[src/rtl/pipe_control.sv]
`default_nettype none
// ============================================================================
// Module      : pipe_control
// Description : RV32 pipeline control for ID/EX/MEM/WB. Decodes the control
//               bundle, detects load-use hazards and sequences stalls/bubbles.
// Revision    : 1.0 - initial release
// ============================================================================
module pipe_control #(
    parameter int INST_WIDTH   = 32,
    parameter int LOAD_LATENCY = 1,
    parameter int CNT_W        = 16
) (
    input  logic                  clk,
    input  logic                  rst,
    input  logic                  id_valid,
    input  logic [INST_WIDTH-1:0] id_inst,
    input  logic                  stall_ext,
    input  logic                  redirect,
    output logic                  id_stall,
    output logic                  ex_valid,
    output logic                  mem_valid,
    output logic                  wb_valid,
    output logic [15:0]           ex_ctrl,
    output logic [15:0]           mem_ctrl,
    output logic [15:0]           wb_ctrl,
    output logic [4:0]            ex_rd,
    output logic [4:0]            mem_rd,
    output logic [4:0]            wb_rd,
    output logic [CNT_W-1:0]      stall_count
);

    localparam logic [6:0] c_op_ari_i  = 7'b0010011;
    localparam logic [6:0] c_op_ari_r  = 7'b0110011;
    localparam logic [6:0] c_op_branch = 7'b1100011;
    localparam logic [6:0] c_op_lui    = 7'b0110111;
    localparam logic [6:0] c_op_auipc  = 7'b0010111;
    localparam logic [6:0] c_op_jal    = 7'b1101111;
    localparam logic [6:0] c_op_jalr   = 7'b1100111;
    localparam logic [6:0] c_op_load   = 7'b0000011;
    localparam logic [6:0] c_op_store  = 7'b0100011;
    localparam logic [6:0] c_op_csr    = 7'b1110011;

    logic [31:0] w_inst;
    logic [6:0]  w_opcode;
    logic [4:0]  w_rd, w_rs1, w_rs2;
    logic        w_ari_i, w_ari_r, w_branch, w_lui, w_auipc;
    logic        w_jal, w_jalr, w_load, w_store, w_csr;
    logic        w_uses_rs1, w_uses_rs2;
    logic [15:0] w_dec_ctrl;
    logic        w_ex_hit, w_mem_hit, w_lu;

    logic             ex_valid_q, ex_valid_d, mem_valid_q, mem_valid_d, wb_valid_q, wb_valid_d;
    logic [15:0]      ex_ctrl_q, ex_ctrl_d, mem_ctrl_q, mem_ctrl_d, wb_ctrl_q, wb_ctrl_d;
    logic [4:0]       ex_rd_q, ex_rd_d, mem_rd_q, mem_rd_d, wb_rd_q, wb_rd_d;
    logic [CNT_W-1:0] stall_count_q, stall_count_d;

    assign w_inst   = id_inst[31:0];
    assign w_opcode = w_inst[6:0];
    assign w_rd     = w_inst[11:7];
    assign w_rs1    = w_inst[19:15];
    assign w_rs2    = w_inst[24:20];

    assign w_ari_i  = (w_opcode == c_op_ari_i);
    assign w_ari_r  = (w_opcode == c_op_ari_r);
    assign w_branch = (w_opcode == c_op_branch);
    assign w_lui    = (w_opcode == c_op_lui);
    assign w_auipc  = (w_opcode == c_op_auipc);
    assign w_jal    = (w_opcode == c_op_jal);
    assign w_jalr   = (w_opcode == c_op_jalr);
    assign w_load   = (w_opcode == c_op_load);
    assign w_store  = (w_opcode == c_op_store);
    assign w_csr    = (w_opcode == c_op_csr);

    // Immediate CSR forms (funct3[2] set) carry a uimm in the rs1 field.
    assign w_uses_rs1 = !(w_lui || w_auipc || w_jal) && !(w_csr && w_inst[14]);
    assign w_uses_rs2 = w_ari_r || w_branch || w_store;

    always_comb begin
        w_dec_ctrl        = '0;
        w_dec_ctrl[1:0]   = w_ari_i ? 2'b11 : w_ari_r ? 2'b10 : w_branch ? 2'b01 : 2'b00;
        w_dec_ctrl[3:2]   = w_lui ? 2'b10 : (w_auipc || w_jal || w_jalr) ? 2'b01 : 2'b00;
        w_dec_ctrl[5:4]   = (w_jal || w_jalr) ? 2'b10 :
                            (w_load || w_store || w_ari_i || w_lui || w_auipc) ? 2'b01 : 2'b00;
        w_dec_ctrl[6]     = w_branch;
        w_dec_ctrl[7]     = w_jal || w_jalr;
        w_dec_ctrl[8]     = w_jalr;
        w_dec_ctrl[9]     = w_load;
        w_dec_ctrl[10]    = w_store;
        w_dec_ctrl[12:11] = w_csr ? 2'b01 : w_load ? 2'b10 : 2'b00;
        w_dec_ctrl[13]    = !w_branch && !w_store && (w_rd != 5'd0);
        w_dec_ctrl[14]    = w_csr;
        w_dec_ctrl[15]    = w_csr && (w_rd != 5'd0);
    end

    assign w_ex_hit = ex_valid_q && ex_ctrl_q[9] && ex_ctrl_q[13] &&
                      ((w_uses_rs1 && (w_rs1 != 5'd0) && (w_rs1 == ex_rd_q)) ||
                       (w_uses_rs2 && (w_rs2 != 5'd0) && (w_rs2 == ex_rd_q)));

    generate
        if (LOAD_LATENCY == 2) begin : g_mem_check
            assign w_mem_hit = mem_valid_q && mem_ctrl_q[9] && mem_ctrl_q[13] &&
                               ((w_uses_rs1 && (w_rs1 != 5'd0) && (w_rs1 == mem_rd_q)) ||
                                (w_uses_rs2 && (w_rs2 != 5'd0) && (w_rs2 == mem_rd_q)));
        end else begin : g_no_mem_check
            assign w_mem_hit = 1'b0;
        end
    endgenerate

    assign w_lu = id_valid && (w_ex_hit || w_mem_hit);

    always_comb begin
        ex_valid_d    = ex_valid_q;
        ex_ctrl_d     = ex_ctrl_q;
        ex_rd_d       = ex_rd_q;
        mem_valid_d   = mem_valid_q;
        mem_ctrl_d    = mem_ctrl_q;
        mem_rd_d      = mem_rd_q;
        wb_valid_d    = wb_valid_q;
        wb_ctrl_d     = wb_ctrl_q;
        wb_rd_d       = wb_rd_q;
        stall_count_d = stall_count_q;
        if (!stall_ext) begin
            mem_valid_d = ex_valid_q;
            mem_ctrl_d  = ex_ctrl_q;
            mem_rd_d    = ex_rd_q;
            wb_valid_d  = mem_valid_q;
            wb_ctrl_d   = mem_ctrl_q;
            wb_rd_d     = mem_rd_q;
            if (redirect || w_lu) begin
                ex_valid_d = 1'b0;
                ex_ctrl_d  = '0;
                ex_rd_d    = '0;
            end else begin
                ex_valid_d = id_valid;
                ex_ctrl_d  = w_dec_ctrl;
                ex_rd_d    = w_rd;
            end
            if (w_lu && !redirect && (stall_count_q != {CNT_W{1'b1}})) begin
                stall_count_d = stall_count_q + 1'b1;
            end
        end
    end

    always_ff @(posedge clk) begin
        if (rst) begin
            ex_valid_q    <= 1'b0;
            ex_ctrl_q     <= '0;
            ex_rd_q       <= '0;
            mem_valid_q   <= 1'b0;
            mem_ctrl_q    <= '0;
            mem_rd_q      <= '0;
            wb_valid_q    <= 1'b0;
            wb_ctrl_q     <= '0;
            wb_rd_q       <= '0;
            stall_count_q <= '0;
        end else begin
            ex_valid_q    <= ex_valid_d;
            ex_ctrl_q     <= ex_ctrl_d;
            ex_rd_q       <= ex_rd_d;
            mem_valid_q   <= mem_valid_d;
            mem_ctrl_q    <= mem_ctrl_d;
            mem_rd_q      <= mem_rd_d;
            wb_valid_q    <= wb_valid_d;
            wb_ctrl_q     <= wb_ctrl_d;
            wb_rd_q       <= wb_rd_d;
            stall_count_q <= stall_count_d;
        end
    end

    assign id_stall    = !rst && (stall_ext || (w_lu && !redirect));
    assign ex_valid    = ex_valid_q;
    assign ex_ctrl     = ex_ctrl_q;
    assign ex_rd       = ex_rd_q;
    assign mem_valid   = mem_valid_q;
    assign mem_ctrl    = mem_ctrl_q;
    assign mem_rd      = mem_rd_q;
    assign wb_valid    = wb_valid_q;
    assign wb_ctrl     = wb_ctrl_q;
    assign wb_rd       = wb_rd_q;
    assign stall_count = stall_count_q;

endmodule
`default_nettype wire

[config.mk]
export PLATFORM = sky130hd
export DESIGN_NAME = pipe_control
export DESIGN_NICKNAME = d
export VERILOG_FILES = /design/src/rtl/pipe_control.sv
export SDC_FILE = /design/constraint.sdc
export NUM_CORES = 1
export LEC_CHECK = 0
export ABC_AREA = 1
export CORE_UTILIZATION = 41
export DETAILED_ROUTE_END_ITERATION = 16
export PLACE_DENSITY_LB_ADDON = 0.05
export SETUP_SLACK_MARGIN = 0.05
export SLEW_MARGIN = 20
export SYNTH_ARGS = -nofsm -noshare
export SYNTH_HDL_FRONTEND = slang
export SYNTH_SLANG_ARGS = --single-unit
[constraint.sdc]
create_clock -name clk -period 2.4 [get_ports clk]
set_clock_uncertainty 0.15 [all_clocks]
set_input_delay 0.72 -clock clk [delete_from_list [all_inputs] [get_ports clk]]
set_output_delay 0.72 -clock clk [all_outputs]
set_load 0.03 [all_outputs]
==> qor.yml, run 1 <==
grtUsageTotal_pct: 20.9
clockRootBuffer: "clkbuf_8"
yosysUniqueCellTypes: 34
regArea_sq_mm: 0.00153
fin_ws_ns: -0.276
insertion_delay_ns: 0.35
n_fill_cell: 769
postSynthAreaPerCell_sq_um: 6.93
finalHoldViolCount: 0
ios: 120
critPathCaptureType: "output pin"
yosysMostFrequentCell: "nor2_1"
drive_gt1_share_pct: 17.1
synth_area_leaders: "dfxtp_1 (44%), nor2_1 (15%), nand2_1 (10%)"
ys_top_cells_by_count: "nor2_1 (138), nand2_1 (92), dfxtp_1 (76), o21ai_0 (47), a21oi_1 (26)"
synth_flop_cell: "dfxtp_1"
finalCoreUtilization_pct: 62.8
routed_via_density: 4.77
yosys.area.top_type: "dfxtp_1"
antenna_found_initial: 0
diodes: 0
core_sq_mm: 0.00822
cts.hold.buffers_added: 0
period_needed_ns: 2.68
ys_seq_area_share_pct: 43.9
ir_drop_uv: 255
worstMarginPinSlew_ns: 0.584
grt_max_degree: 62
overflow: 0
r2r_slack_ns: 0.26
fmax_ghz: 0.374
cp_slowest_cell: "a21oi_4"
period_share_pct: 111
p_per_area_mw_per_mm2: 562
globalplace.congestion: 0.854
drcViolationCount: 0
crit_path_start_kind: "primary input"
critical_path_arrival_ns: 1.81
power_leakage_nw: 2.35
finalSetupTns_ns: -0.276
outcome: "finished, violations left"
clkTransAtPathRegs_ns: 0.08
fin_nets: 663
yosysWarnings: 0
worstSetupPathType: "primary input to output pin"
multi_input_area_sq_mm: 0.00179
wl_per_cell_microns: 12.1
violations: "setup timing"
cpMostUsedCell: "nand2_1"
die_width_microns: 94.0
rows: 33
final_cells: 735
cp_top_family: "simple AND/OR/NAND/NOR gates"
dr.pass1.iters: 4
syn_inst: 501
cts_tree: "yes"
rsz0062_at_grt: "true"
synthArstFlopShare_pct: 0
synth-edff-count: 0
cts_buffers: 9
cp_cell_sequence: "buf_2 -> inv_2 -> nor3_2 -> nand2_1 -> nand2_1 -> nor2_2 -> nand2_2 -> nand2_4 -> nand3_4 -> a21oi_4 -> buf_6"
clock_sinks: 76
dieHeight_microns: 94.0
maxCapViolCount: 0
drt-initial-drc-count: 114
area_growth_pct: 48.8
synth_nets: 539
vias: 3507
detail-route-antenna-nets: 0
dieArea_sq_mm: 0.00883
finalSetupViolCount: 1
totalWireLength_microns: 8920
synth_top_area_share_pct: 43.9
grt_pass1_vias: 3172
path_buf_inv: 3
place_inst: 715
holdCritPathClass: "flop to flop"
final_max_slew_viol_count: 0
max_stage_delay_ns: 0.16
syn_area_sq_mm: 0.00347
portBuffers: 110
h-tree-depth: 3
cts.path.max_buffers: 2
required_ns: 1.53
crit_fanout: 3
dpl.hpwl_microns: 6260
start_util_pct: 42.2
max-slew-margin-rel_pct: 61.1
grt_pass1_wl_microns: 14600
synth-seq-cells: 76
[worst min-delay path: stages (launching register included)]
cell and delay [ns]:
dfxtp_1 0.32, nand2_1 0.06, a21oi_1 0.05
[report_power, final]
part / leakage [nW] / total, mW / internal [mW] / switching [mW]
clock: 0.110 / 1.11 / 0.618 / 0.489
sequential: 0.623 / 1.34 / 1.31 / 0.0325
combinational: 1.62 / 0.455 / 0.188 / 0.268
total: 2.35 / 2.90 / 2.11 / 0.789
[cell usage in the layout (no fill, tap or decap), types with 9 or more instances in the layout]
master / synthesis / routed
o21ai_0: 47 / 47
nand2_1: 92 / 86
clkbuf_8: 0 / 10
dlygate4sd2_1: 0 / 9
inv_1: 22 / 17
nor2_1: 138 / 132
dfxtp_1: 76 / 74
clkdlybuf4s50_1: 0 / 67
buf_4: 6 / 30
xor2_1: 9 / 9
a21oi_1: 26 / 25
inv_2: 6 / 9
dlymetal6s2s_1: 0 / 15
nand3_1: 19 / 17
[registers in the layout (all words and copies together), names as in the netlist]
name / flops
wb_valid: 1
mem_ctrl: 14
mem_valid: 1
mem_rd: 5
ex_valid: 1
ex_ctrl: 14
wb_ctrl: 14
ex_rd: 5
stall_count: 16
wb_rd: 5
[repair_timing]
item,in CTS,in global routing
setup endpoints to repair,46,36
setup buffers,3,2
pin swaps,16,22
resized for setup,55,62
[per-layer routing]
metal | global-route usage, % | wire (microns) | vias to the layer above
li1 | - | - | 1835
met1 | 27.9 | 4430 | 1585
met2 | 33.5 | 4020 | 77
met3 | 4.05 | 363 | 10
met4 | 7.18 | 104 | 0
met5 | 0 | 0 | -
[final timing paths]
kind | from | end | cells past startpoint
min reg2reg | ex_ctrl[8] | ex_ctrl[8] | 2
max | id_inst[4] | id_stall | 11
max reg2reg | ex_rd[3] | stall_count[7] | 16
min | ex_ctrl[8] | ex_ctrl[8] | 2
[metrics by stage]
step	power (mW)	worst slack, ns	hold WS, ns	cell area (sq um)
2_1_floorplan	1.62	-0.111	0.441	3520
3_5_place_dp	1.82	-0.755	0.319	4850
4_1_cts	2.93	-0.356	0.331	5090
6_report	2.90	-0.276	0.329	5160
3_3_place_gp	1.82	-0.700	0.310	4850
5_1_grt	3.01	-0.336	0.358	5160
[kinds of logic (layout without fill, tap and decap cells)]
family | Yosys count | count (layout) | synth area share (%)
xor gates and xnor gates | 13 | 13 | 3.28
and+or+nand+nor | 273 | 273 | 33.0
AOI/OAI and AO/OA | 80 | 80 | 12.3
DFF | 76 | 76 | 43.9
adders and majority gates | 1 | 1 | 0.361
buffers and inverters | 58 | 187 | 7.21
[area by class of cell]
type	instances	area share, %
clock buffer	11	2.74
multi-input combinational	367	34.7
sequential	76	29.6
clock inverter	5	1.65
timing repair buffer	142	26.3
inverter	29	2.52
tap	105	2.54
(Power assumes the default switching activity.)
==> inputs of run 2 (changes only) <==
--- a/config.mk
+++ b/config.mk
@@ -6,6 +6,7 @@
 export NUM_CORES = 1
 export LEC_CHECK = 0
 export ABC_AREA = 1
+export CAP_MARGIN = 20
 export CORE_UTILIZATION = 41
 export DETAILED_ROUTE_END_ITERATION = 16
 export PLACE_DENSITY_LB_ADDON = 0.05
==> results of run 2 <==
Same layout as run 1: the final DEF is identical, and so are final timing and power.
